**src/rtl/spi_pkg.sv**
```systemverilog
// Shared SPI definitions used by the minion endpoint and its master-side
// counterpart.
//   state_t    : frame-level FSM states (IDLE, ACTIVE, HOLD)
//   spi_cpol   : clock polarity; sclk idles low
//   spi_cpha   : clock phase; data is sampled on the leading (rising) edge
// No ports; this is a package.
package spi_pkg;

   typedef enum logic [1:0] {
      IDLE   = 2'd0,
      ACTIVE = 2'd1,
      HOLD   = 2'd2
   } state_t;

   localparam logic spi_cpol = 1'b0;
   localparam logic spi_cpha = 1'b0;

endpackage

```
**src/rtl/spi_minion_if.sv**
```systemverilog
// Bundle of SPI pin signals and parallel val/rdy channels for spi_minion.
// Ports (via modports):
//   cs, sclk, mosi     : pins driven by the external SPI master
//   miso               : pin driven back by the minion
//   recv_msg/val/rdy   : word to transmit in the next frame (into the minion)
//   send_msg/val/rdy   : last complete received frame (out of the minion)
//   overflow           : sticky flag, a received frame was dropped
// slave modport is the minion's view; master modport is the surrounding logic.
interface spi_minion_if #(parameter int nbits = 8);

   logic             cs;
   logic             sclk;
   logic             mosi;
   logic             miso;
   logic [nbits-1:0] recv_msg;
   logic             recv_val;
   logic             recv_rdy;
   logic [nbits-1:0] send_msg;
   logic             send_val;
   logic             send_rdy;
   logic             overflow;

   modport slave (
      input  cs, sclk, mosi, recv_msg, recv_val, send_rdy,
      output miso, recv_rdy, send_msg, send_val, overflow
   );

   modport master (
      output cs, sclk, mosi, recv_msg, recv_val, send_rdy,
      input  miso, recv_rdy, send_msg, send_val, overflow
   );

endinterface

```
**src/rtl/spi_minion_sync.sv**
```systemverilog
// Brings one asynchronous SPI pin into the clk domain.
// Two flops resolve metastability, a third flop delays the synchronized
// level by one cycle so single-cycle edge pulses can be formed.
// Ports:
//   clk, reset : clock and synchronous active-high reset
//   din        : raw asynchronous pin
//   sync       : synchronized level (second flop)
//   rise, fall : one-cycle pulses on a synchronized rising / falling edge
module spi_minion_sync (
   input  logic clk,
   input  logic reset,
   input  logic din,
   output logic sync,
   output logic rise,
   output logic fall
);

   logic s1;
   logic s2;
   logic s3;

   always_ff @(posedge clk) begin
      if (reset) begin
         s1 <= 1'b0;
         s2 <= 1'b0;
         s3 <= 1'b0;
      end else begin
         s1 <= din;
         s2 <= s1;
         s3 <= s2;
      end
   end

   assign sync = s2;
   assign rise = s2 & ~s3;
   assign fall = ~s2 & s3;

endmodule

```
**src/rtl/vc_BasicCounter.sv**
```systemverilog
// Basic up-counter with synchronous clear, saturating at a maximum value.
// Ports:
//   clk, reset    : clock and synchronous active-high reset
//   clear         : return count to the clear value
//   increment     : add one (held at max once reached)
//   count         : current count
//   count_is_max  : count equals the maximum value
module vc_BasicCounter #(
   parameter int p_count_nbits       = 4,
   parameter int p_count_clear_value = 0,
   parameter int p_count_max_value   = 8
) (
   input  logic                     clk,
   input  logic                     reset,
   input  logic                     clear,
   input  logic                     increment,
   output logic [p_count_nbits-1:0] count,
   output logic                     count_is_max
);

   localparam logic [p_count_nbits-1:0] clear_value = p_count_nbits'(p_count_clear_value);
   localparam logic [p_count_nbits-1:0] max_value   = p_count_nbits'(p_count_max_value);

   assign count_is_max = (count == max_value);

   // Clear has priority over increment so a new frame always starts at zero
   always_ff @(posedge clk) begin
      if (reset || clear) begin
         count <= clear_value;
      end else if (increment && !count_is_max) begin
         count <= count + p_count_nbits'(1);
      end
   end

endmodule

```
**src/rtl/spi_minion.sv**
```systemverilog
// SPI minion endpoint, mode 0 (CPOL=0, CPHA=0), MSB first.
// Each complete frame of nbits bits is delivered as one parallel word on the
// send val/rdy channel; the word shifted out on miso comes from a one-entry
// transmit buffer filled through the recv val/rdy channel.
// Ports:
//   clk, reset : system clock, synchronous active-high reset
//   bus        : spi_minion_if slave modport (pins, recv/send channels,
//                sticky overflow flag)
module spi_minion #(parameter int nbits = 8) (
   input  logic         clk,
   input  logic         reset,
   spi_minion_if.slave  bus
);

   import spi_pkg::*;

   localparam int cnt_w = $clog2(nbits + 1);
   localparam logic [cnt_w-1:0] last_count = cnt_w'(nbits - 1);

   logic cs_s, cs_rise, cs_fall;
   logic sclk_s, sclk_pos, sclk_neg;
   logic mosi_s, mosi_rise, mosi_fall;

   spi_minion_sync cs_sync (
      .clk(clk), .reset(reset), .din(bus.cs),
      .sync(cs_s), .rise(cs_rise), .fall(cs_fall)
   );

   spi_minion_sync sclk_sync (
      .clk(clk), .reset(reset), .din(bus.sclk),
      .sync(sclk_s), .rise(sclk_pos), .fall(sclk_neg)
   );

   spi_minion_sync mosi_sync (
      .clk(clk), .reset(reset), .din(bus.mosi),
      .sync(mosi_s), .rise(mosi_rise), .fall(mosi_fall)
   );

   // Only the cs falling edge, the sclk edges and the mosi level drive the
   // frame logic; the remaining synchronizer outputs are intentionally idle.
   logic unused_sync;
   assign unused_sync = &{1'b0, cs_rise, sclk_s, mosi_rise, mosi_fall};

   state_t           state;
   logic [nbits-1:0] rx_shift;
   logic [nbits-1:0] tx_shift;
   logic [nbits-1:0] tx_buf;
   logic             tx_full;
   logic [nbits-1:0] send_msg_r;
   logic             send_val_r;
   logic             overflow_r;
   logic             miso_r;

   logic [cnt_w-1:0] count;
   logic             count_is_max;
   logic             frame_start;
   logic             bit_in;
   logic             frame_done;
   logic [nbits-1:0] rx_word;

   // A frame starts only from IDLE; sclk edges count only while ACTIVE and cs
   // is still low, so an abort (cs high) wins over a coincident edge.
   assign frame_start = (state == IDLE) && cs_fall;
   assign bit_in      = (state == ACTIVE) && !cs_s && sclk_pos;
   assign frame_done  = bit_in && (count == last_count);
   assign rx_word     = {rx_shift[nbits-2:0], mosi_s};

   vc_BasicCounter #(
      .p_count_nbits(cnt_w),
      .p_count_clear_value(0),
      .p_count_max_value(nbits)
   ) bit_counter (
      .clk(clk),
      .reset(reset),
      .clear(frame_start),
      .increment(bit_in),
      .count(count),
      .count_is_max(count_is_max)
   );

   // Frame FSM: shifts rx on sclk rise, tx on sclk fall, and keeps miso
   // registered so it only ever shows the tx MSB while ACTIVE.
   always_ff @(posedge clk) begin
      if (reset) begin
         state    <= IDLE;
         rx_shift <= '0;
         tx_shift <= '0;
         miso_r   <= 1'b0;
      end else begin
         case (state)
            IDLE: begin
               if (cs_fall) begin
                  state    <= ACTIVE;
                  tx_shift <= tx_full ? tx_buf : '0;
                  miso_r   <= tx_full & tx_buf[nbits-1];
               end
            end
            ACTIVE: begin
               if (cs_s) begin
                  state  <= IDLE;
                  miso_r <= 1'b0;
               end else if (sclk_pos) begin
                  rx_shift <= rx_word;
                  if (count == last_count) begin
                     state  <= HOLD;
                     miso_r <= 1'b0;
                  end
               end else if (sclk_neg) begin
                  tx_shift <= {tx_shift[nbits-2:0], 1'b0};
                  miso_r   <= tx_shift[nbits-2];
               end
            end
            HOLD: begin
               if (cs_s) begin
                  state <= IDLE;
               end
            end
            default: begin
               state  <= IDLE;
               miso_r <= 1'b0;
            end
         endcase
      end
   end

   // Transmit buffer: emptied when a frame starts (its contents move into the
   // shift register); a handshake in that same cycle refills it for the next
   // frame, since the later assignment wins.
   always_ff @(posedge clk) begin
      if (reset) begin
         tx_buf  <= '0;
         tx_full <= 1'b0;
      end else begin
         if (frame_start) begin
            tx_full <= 1'b0;
         end
         if (bus.recv_val && !tx_full) begin
            tx_buf  <= bus.recv_msg;
            tx_full <= 1'b1;
         end
      end
   end

   // Receive output: a handshake retires the held word first, so a frame
   // finishing in the same cycle can take its place without an overflow.
   always_ff @(posedge clk) begin
      if (reset) begin
         send_msg_r <= '0;
         send_val_r <= 1'b0;
         overflow_r <= 1'b0;
      end else begin
         if (send_val_r && bus.send_rdy) begin
            send_val_r <= 1'b0;
         end
         if (frame_done) begin
            if (!send_val_r || bus.send_rdy) begin
               send_msg_r <= rx_word;
               send_val_r <= 1'b1;
            end else begin
               overflow_r <= 1'b1;
            end
         end
      end
   end

   assign bus.miso     = miso_r;
   assign bus.recv_rdy = ~tx_full;
   assign bus.send_msg = send_msg_r;
   assign bus.send_val = send_val_r;
   assign bus.overflow = overflow_r;

endmodule
```
**src/flat_wrapper.sv**
```systemverilog
// flat-port wrapper written by rule: the top's interface ports become plain ports
module spi_minion_flat import spi_pkg::*;
#(parameter int nbits = 8)
  (clk, reset, bus_cs, bus_sclk, bus_mosi, bus_recv_msg, bus_recv_val, bus_send_rdy, bus_miso, bus_recv_rdy, bus_send_msg, bus_send_val, bus_overflow);
  spi_minion_if #(.nbits(nbits)) bus_i ();
  input  logic clk;
  input  logic reset;
  input wire logic [$bits(bus_i.cs)-1:0] bus_cs;
  input wire logic [$bits(bus_i.sclk)-1:0] bus_sclk;
  input wire logic [$bits(bus_i.mosi)-1:0] bus_mosi;
  input wire logic [$bits(bus_i.recv_msg)-1:0] bus_recv_msg;
  input wire logic [$bits(bus_i.recv_val)-1:0] bus_recv_val;
  input wire logic [$bits(bus_i.send_rdy)-1:0] bus_send_rdy;
  output wire logic [$bits(bus_i.miso)-1:0] bus_miso;
  output wire logic [$bits(bus_i.recv_rdy)-1:0] bus_recv_rdy;
  output wire logic [$bits(bus_i.send_msg)-1:0] bus_send_msg;
  output wire logic [$bits(bus_i.send_val)-1:0] bus_send_val;
  output wire logic [$bits(bus_i.overflow)-1:0] bus_overflow;
  assign bus_i.cs = bus_cs;
  assign bus_i.sclk = bus_sclk;
  assign bus_i.mosi = bus_mosi;
  assign bus_i.recv_msg = bus_recv_msg;
  assign bus_i.recv_val = bus_recv_val;
  assign bus_i.send_rdy = bus_send_rdy;
  assign bus_miso = bus_i.miso;
  assign bus_recv_rdy = bus_i.recv_rdy;
  assign bus_send_msg = bus_i.send_msg;
  assign bus_send_val = bus_i.send_val;
  assign bus_overflow = bus_i.overflow;
  spi_minion #(.nbits(nbits)) u_core (.clk(clk), .reset(reset), .bus(bus_i));
endmodule
```
**config.mk**
```make
export PLATFORM = sky130hd
export DESIGN_NAME = spi_minion_flat
export DESIGN_NICKNAME = d
export VERILOG_FILES = /design/src/rtl/spi_pkg.sv /design/src/rtl/spi_minion_if.sv /design/src/rtl/spi_minion_sync.sv /design/src/rtl/vc_BasicCounter.sv /design/src/rtl/spi_minion.sv /design/src/flat_wrapper.sv
export SDC_FILE = /design/constraint.sdc
export NUM_CORES = 1
export LEC_CHECK = 0
export ABC_AREA = 1
export BUFFER_PORTS_ARGS = -buffer_cell sky130_fd_sc_hd__buf_4
export CAP_MARGIN = 10
export CORE_MARGIN = 2
export CORE_UTILIZATION = 56
export DETAILED_ROUTE_END_ITERATION = 8
export GPL_TIMING_DRIVEN = 1
export PLACE_DENSITY_LB_ADDON = 0.12
export SLEW_MARGIN = 10
export SYNTH_ARGS = -nofsm -noshare
export SYNTH_HDL_FRONTEND = slang
export SYNTH_HIERARCHICAL = 1
export SYNTH_SLANG_ARGS = --single-unit
```
**constraint.sdc**
```tcl
create_clock -name clk -period 1.6 [get_ports clk]
set_input_delay 0.32 -clock clk [delete_from_list [all_inputs] [get_ports clk]]
set_output_delay 0.32 -clock clk [all_outputs]
set_load 0.02 [all_outputs]
```
==> results of run 1 <==
-- layer usage --
| metal | share of wire [%] | GRT usage (%) |
|---|---|---|
| met4 | 1.2 | 8.61 |
| met5 | 0 | 0 |
| met1 | 50 | 25.6 |
| met3 | 3.5 | 5.54 |
| met2 | 45 | 29.7 |
-- placed cells by master, fill, tap and decap left out --
master,count
nand2_4,1
inv_1,29
dfxtp_1,48
buf_4,35
a31oi_1,1
clkbuf_4,5
o21ai_0,25
nand2_1,39
nand2_2,1
o21a_1,1
nor2_1,51
clkbuf_8,1
nand3_2,2
inv_2,2
nand4_1,8
nor2_2,1
clkinv_2,2
nand3_1,10
ha_1,2
nor2_4,2
a21oi_1,27
-- through the flow --
step	utilization, %	instances	hold slack, ns	power (mW)
after floorplan	-	260	0.388	1.37
after global placement	66.0	331	0.389	1.44
after detailed placement	66.0	331	0.393	1.44
after CTS	67.8	339	0.142	2.00
after global routing	67.8	339	0.151	2.07
final	67.8	339	0.155	1.98
-- flip-flops by register name, indices dropped and copies added, names as in the netlist --
name,cells
u_core/cs_sync/s3,1
u_core/bus.send_val,1
u_core/tx_shift,7
u_core/cs_sync/s1,1
u_core/sclk_sync/sync,1
u_core/sclk_sync/s3,1
u_core/bus.send_msg,8
u_core/state,2
u_core/bit_counter/count,4
u_core/tx_full,1
u_core/tx_buf,8
u_core/bus.overflow,1
u_core/mosi_sync/s1,1
u_core/mosi_sync/sync,1
u_core/rx_shift,7
u_core/sclk_sync/s1,1
u_core/cs_sync/sync,1
u_core/bus.miso,1
-- critical path: stages (launching register included) --
cell     delay (ns)
dfxtp_1        0.34
inv_1          0.06
nor2_1         0.16
nand2_1        0.12
nor2_4         0.10
buf_4          0.19
nand2_1        0.08
nor2_2         0.11
nand2_1        0.06
nand2_1        0.05
nor2_1         0.03
-- worst paths after layout --
kind | from | to | cells after the start
max | u_core/sclk_sync/sync | u_core/bit_counter/count[3] | 10
max reg2reg | u_core/sclk_sync/sync | u_core/bit_counter/count[3] | 10
min reg2reg | u_core/cs_sync/s1 | u_core/cs_sync/sync | 2
min | bus_mosi | u_core/mosi_sync/s1 | 3
-- power by group through the flow --
stage | sequential [mW] | combinational [mW] | clock (mW)
after floorplan | 1.27 | 0.100 | 0
after global placement | 1.28 | 0.159 | 0
after detailed placement | 1.28 | 0.162 | 0
after CTS | 1.25 | 0.162 | 0.588
after global routing | 1.26 | 0.182 | 0.630
final | 1.25 | 0.162 | 0.564
-- cell type report --
cell class              instances  area, um2  area share [%]
clock buffers                   6       51.3            2.27
clock inverters                 2       10.0           0.442
inverters                      31        116            5.14
multi-input cells             171        803            35.5
flip-flops and latches         48        961            42.5
well taps                      46       57.6            2.54
repair buffers                 35        263            11.6
==> results.ini, run 1 <==
[clocking]
cts_resized = 0
cts_buffers = 5
cts_setup_buffers = 0
cts_sinks = 48
cts_tree = done
htreeDepth = 2
clk_path_buf_depth = 2
clock-root-buffer = clkbuf_4
clk_pin_slew_worst_paths_ns = 0.13
insertion_delay_ns = 0.36
ctsHoldBuffers = 0

[timing]
slew_violations = 0
finClkSkew_ns = 0.0111
max_freq_mhz = 722
finalCritPeriodShare_pct = 86.6
worst_pin_slew_ns = 0.320
rsz0062_at_grt = false
relSlewSlack_pct = 78.6
final.min_clock_period_ns = 1.38
worst_slack_ns = 0.215
finalSetupViolCount = 0
hold_viol_final = 0
setup_tns_ns = 0

[final_layout]
area_growth_pct = 15.5
diodes = 0
final_nets = 309
final_area_um2 = 2260
drive_above_1_share_pct = 17.7
fillers = 318

[die]
rows = 21
die_w_um = 63.1
core_area_um2 = 3340
die_area_um2 = 3990
initial_core_util_pct = 58.7
die_h_um = 63.1
ios = 27

[logic_synthesis]
synth_fp_nets = 277
yosys_warnings = 6
syn_inst = 260
synth.avg_cell_area_um2 = 7.53
syn_area_um2 = 1960

[drt]
finalWirelength_mm = 3.54
drt_first_pass_iters = 5
via_count = 1644
wl_per_cell_um = 10.4
final_antenna_net_count = 0
first_iter_violations = 74
via_per_inst = 4.85
post-route-drc-count = 0

[worst_setup_path]
crit_arrival_ns = 1.65
critPathRequiredTime_ns = 1.87
worst_setup_path_start_kind = register
crit_fanout = 13
crit_path_end_kind = register
criticalPathCategory = register to register
r2r_setup_slack_ns = 0.22

[global_route]
grt_pass1_wl_mm = 6.07
grt-ovfl-total = 0
antenna_found_initial = 0
grt_util_all_layers_pct = 19.4
grt_pass1_vias = 1397
grt_max_degree = 17

[power_and_ir_drop]
intPower_mw = 1.51
vdd_drop_max_mv = 0.760
switching_power_mw = 0.464
leakagePower_nw = 1.01
pwr-share-clk_pct = 28.5
seq_power_share_pct = 63.3
powerDensity_nw_per_um2 = 874
sw_frac_of_total_pct = 23.5
combPwrFrac_pct = 8.2

[placement]
place.gp.congestion = 0.789
dp_slack_ns = 0.229
dp_hpwl_mm = 2.49
place_area_um2 = 2200
io_buffers = 26

[job]
max_cap_violations = 0

[hold_path]
hp-class = primary input to register

[status]
status = finished, final reports clean

No activity file was read; power rests on OpenSTA's default activity.
==> inputs of run 2 (changes only) <==
--- a/config.mk
+++ b/config.mk
@@ -9,7 +9,7 @@
 export BUFFER_PORTS_ARGS = -buffer_cell sky130_fd_sc_hd__buf_4
 export CAP_MARGIN = 10
 export CORE_MARGIN = 2
-export CORE_UTILIZATION = 56
+export CORE_UTILIZATION = 50
 export DETAILED_ROUTE_END_ITERATION = 8
 export GPL_TIMING_DRIVEN = 1
 export PLACE_DENSITY_LB_ADDON = 0.12
==> results.ini, run 2 (same netlist as run 1, synthesis figures left out) <==
[status]
status = finished, final reports clean

[worst_setup_path]
criticalPathCategory = register to register
crit_path_end_kind = register
worst_setup_path_start_kind = register
crit_fanout = 7
path_cells = inv_1 -> nor2_2 -> nand2_1 -> nor2_4 -> buf_4 -> nand2_1 -> nor2_2 -> nand2_1 -> nand2_1 -> nor2_1
crit_arrival_ns = 1.55
reg2reg_depth = 10
cp.depth = 10
max_stage_delay_ns = 0.33
critPathRequiredTime_ns = 1.80
crit_buf_inv = 2
worst_path_dominant_cell_family = simple AND/OR/NAND/NOR gates
worst_path_most_repeated_cell = nand2_1
critPathSlowestCell = dfxtp_1

[placement]
place.gp.congestion = 0.772
dp_hpwl_mm = 2.62
io_buffers = 26
dp_slack_ns = 0.210

[clocking]
htreeDepth = 2
cts_sinks = 48
insertion_delay_ns = 0.30
clock-root-buffer = clkbuf_8
clk_path_buf_depth = 2
cts_buffers = 5
cts_setup_buffers = 0
cts_tree = done
clk_pin_slew_worst_paths_ns = 0.08
ctsHoldBuffers = 0

[global_route]
grt-ovfl-total = 0
grt_max_degree = 25
grt_pass1_vias = 1590
grt_util_all_layers_pct = 19.7
antenna_found_initial = 0
grt_pass1_wl_mm = 6.57

[power_and_ir_drop]
switching_power_mw = 0.476
sw_frac_of_total_pct = 22.1
vdd_drop_max_mv = 0.752
seq_power_share_pct = 57.9
pwr-share-clk_pct = 34.8
leakagePower_nw = 1.01
combPwrFrac_pct = 7.3
intPower_mw = 1.68
powerDensity_nw_per_um2 = 939

[timing]
hold_viol_final = 0
relSlewSlack_pct = 79.2
worst_pin_slew_ns = 0.311
finalCritPeriodShare_pct = 84.6
rsz0062_at_grt = false
setup_tns_ns = 0
finClkSkew_ns = 0.00217
final.min_clock_period_ns = 1.35
worst_slack_ns = 0.247
slew_violations = 0
max_freq_mhz = 739
finalSetupViolCount = 0

[die]
die_area_um2 = 4430
rows = 22
die_w_um = 66.6
die_h_um = 66.6
ios = 27
initial_core_util_pct = 52.7
core_area_um2 = 3720

[final_layout]
final_nets = 307
diodes = 0
utilization_pct = 61.9
final_cell_mix = nor2_1 (50), dfxtp_1 (48), nand2_1 (39), buf_4 (32), inv_1 (29)
area_growth_pct = 17.4
drive_above_1_share_pct = 17.2
final_common_cell = nor2_1

[drt]
post-route-drc-count = 0
final_antenna_net_count = 0
first_iter_violations = 65
finalWirelength_mm = 3.60
wl_per_cell_um = 10.6
drt_first_pass_iters = 4
via_count = 1655
via_per_inst = 4.90

[hold_path]
hp-class = primary input to register
min_path_cells = 3

[job]
max_cap_violations = 0

## run 2: final timing paths
path                          from                          end  slack (ns)
max          u_core/sclk_sync/sync  u_core/bit_counter/count[3]        0.25
min                       bus_sclk          u_core/sclk_sync/s1        0.22
min reg2reg    u_core/sclk_sync/s1        u_core/sclk_sync/sync        0.42
max reg2reg  u_core/sclk_sync/sync  u_core/bit_counter/count[3]        0.25
## run 2: area by class of cell
| cell class | instances | area [um2] |
|---|---|---|
| Clock buffer | 7 | 96.3 |
| Fill cell | 364 | 1420 |
| Inverter | 31 | 116 |
| Multi-Input combinational cell | 171 | 806 |
| Sequential cell | 48 | 961 |
| Tap cell | 48 | 60.1 |
| Timing Repair Buffer | 33 | 260 |
## run 2: per-layer routing
layer  routed length [um]  part of all wire [%]  up-vias  global-route usage, %
met5                    0                     0        -                      0
met4                   32                  0.89        0                   7.65
met3                  120                   3.3        4                   6.08
met2                 1710                    47       28                   33.3
met1                 1740                    48      734                   23.2
li1                     -                     -      889                      -
## run 2: repair_timing
| action | in CTS | in global routing |
|---|---|---|
| hold endpoints to repair | 0 | 0 |
| endpoints found under the setup margin | 0 | 6 |
| gates resized for setup | 0 | 1 |
## run 2: stage by stage
| stage | power [mW] | cells | instance area (um2) | hold slack [ns] |
|---|---|---|---|---|
| floorplan | 1.37 | 260 | 1960 | 0.388 |
| global placement | 1.43 | 331 | 2200 | 0.396 |
| detailed placement | 1.44 | 331 | 2200 | 0.399 |
| CTS | 2.19 | 338 | 2300 | 0.214 |
| global route | 2.26 | 338 | 2300 | 0.224 |
| finish | 2.16 | 338 | 2300 | 0.220 |
## run 2: power groups by stage
stage                     clock network, mW  registers [mW]  logic, mW
after floorplan                           0            1.27      0.100
after global placement                    0            1.28      0.157
after detailed placement                  0            1.28      0.159
after CTS                             0.779            1.25      0.159
after global routing                  0.825            1.26      0.183
final                                 0.752            1.25      0.157
## run 2: worst reg2reg max path, cell delays in order, from the launching register on
cell and delay (ns):
dfxtp_1 0.33, inv_1 0.06, nor2_2 0.11, nand2_1 0.10, nor2_4 0.16, buf_4 0.17, nand2_1 0.07, nor2_2 0.10
nand2_1 0.06, nand2_1 0.06, nor2_1 0.04
==> inputs of run 3 (changes only) <==
==> constraint.sdc (replaced) <==
create_clock -name clk -period 1.4 [get_ports clk]
set_input_delay 0.28 -clock clk [delete_from_list [all_inputs] [get_ports clk]]
set_output_delay 0.28 -clock clk [all_outputs]
set_load 0.02 [all_outputs]
==> results.ini, run 3 (same netlist as run 1, synthesis figures left out) <==
[status]
status = finished, final reports clean

[power_and_ir_drop]
leakagePower_nw = 1.03
powerDensity_nw_per_um2 = 1050
vdd_drop_max_mv = 0.672

[final_layout]
utilization_pct = 63.5
multi_input_area_um2 = 831
final_cell_mix = nor2_1 (48), dfxtp_1 (47), nand2_1 (37), buf_4 (36), inv_1 (28)
fillers = 358
regArea_um2 = 962
diodes = 0
final_nets = 312
final_common_cell = nor2_1
area_growth_pct = 20.5
final_area_um2 = 2360
drive_above_1_share_pct = 21.3

[timing]
hold_viol_final = 0
max_freq_mhz = 771
finalSetupViolCount = 0
worst_pin_slew_ns = 0.581
worst_slack_ns = 0.103
rsz0062_at_grt = true
slew_violations = 0
relSlewSlack_pct = 61.2
finalCritPeriodShare_pct = 92.6
finClkSkew_ns = 0.00848
final.min_clock_period_ns = 1.30

[worst_setup_path]
crit_arrival_ns = 1.49
crit_path_end_kind = register
crit_fanout = 6
worst_setup_path_start_kind = register
criticalPathCategory = register to register
critPathRequiredTime_ns = 1.59

[clocking]
clk_path_buf_depth = 2
ctsHoldBuffers = 0
cts_buffers = 5
cts_tree = done
htreeDepth = 2
insertion_delay_ns = 0.30
cts_sinks = 48
clk_pin_slew_worst_paths_ns = 0.08
clock-root-buffer = clkbuf_8

[drt]
drt_first_pass_iters = 4
via_count = 1705
wl_per_cell_um = 11.0
first_iter_violations = 98
finalWirelength_mm = 3.79
final_antenna_net_count = 0
via_per_inst = 4.96
post-route-drc-count = 0

[global_route]
grt_util_all_layers_pct = 18.7
antenna_found_initial = 0
grt_pass1_vias = 1482
grt_max_degree = 25
grt_pass1_wl_mm = 6.29
grt-ovfl-total = 0

[hold_path]
hp-class = primary input to register

[die]
die_area_um2 = 4430
ios = 27
die_w_um = 66.6
initial_core_util_pct = 52.7
die_h_um = 66.6
core_area_um2 = 3720
rows = 22

[placement]
place.gp.congestion = 0.758
dp_hpwl_mm = 2.66
io_buffers = 26
dp_slack_ns = -0.0108
place_area_um2 = 2200

[job]
max_cap_violations = 0

-- run 3: report_power, final --
group / switching, mW / total (mW) / internal (mW)
Clock: 0.456 / 0.855 / 0.400
Sequential: 0.0207 / 1.43 / 1.41
Combinational: 0.105 / 0.184 / 0.0791
-- run 3: area by class of cell --
cell class	count	share of cell area [%]
clock buffer	6	3.50
clock inverter	2	0.636
inverter	31	4.93
multi-input combinational	171	35.2
sequential	48	40.8
tap	48	2.55
timing repair buffer	38	12.4
-- run 3: worst paths after layout --
kind / from / endpoint / slack, ns / cells past startpoint
max: u_core/sclk_sync/sync / u_core/bus.miso / 0.10 / 10
min: bus_cs / u_core/cs_sync/s1 / 0.18 / 3
max reg2reg: u_core/sclk_sync/sync / u_core/bus.miso / 0.10 / 10
min reg2reg: u_core/sclk_sync/s1 / u_core/sclk_sync/sync / 0.41 / 2
-- run 3: critical path, stage by stage, from the launching register on --
cell     delay (ns)
dfxtp_2        0.34
inv_2          0.05
nor2_4         0.11
nand2_2        0.07
nor2_4         0.20
buf_6          0.14
nand2_1        0.05
nand3_1        0.09
nand2_1        0.06
nand2_1        0.05
nor2_1         0.04
-- run 3: timing repair --
action	4_1_cts	5_1_grt
hold endpoints to repair	0	0
setup endpoints to repair	8	27
pin swaps	0	4
buffers inserted	0	3
gates resized for setup	1	13
-- run 3: stage by stage --
stage | std cells | total power [mW] | TNS (ns) | hold slack [ns]
after floorplan | 260 | 1.57 | 0 | 0.349
after global placement | 333 | 1.64 | 0 | 0.401
after detailed placement | 333 | 1.64 | -0.0416 | 0.403
after CTS | 341 | 2.49 | 0 | 0.179
after global routing | 344 | 2.59 | -0.0201 | 0.185
final | 344 | 2.47 | 0 | 0.183
-- run 3: routing by layer --
metal  vias up  track usage, %  routed length [um]
li1        900               -                   -
met1       776            24.0                1910
met2        25            30.0                1720
met3         4            4.05                 117
met4         0            8.42                  47
met5         -               0                   0
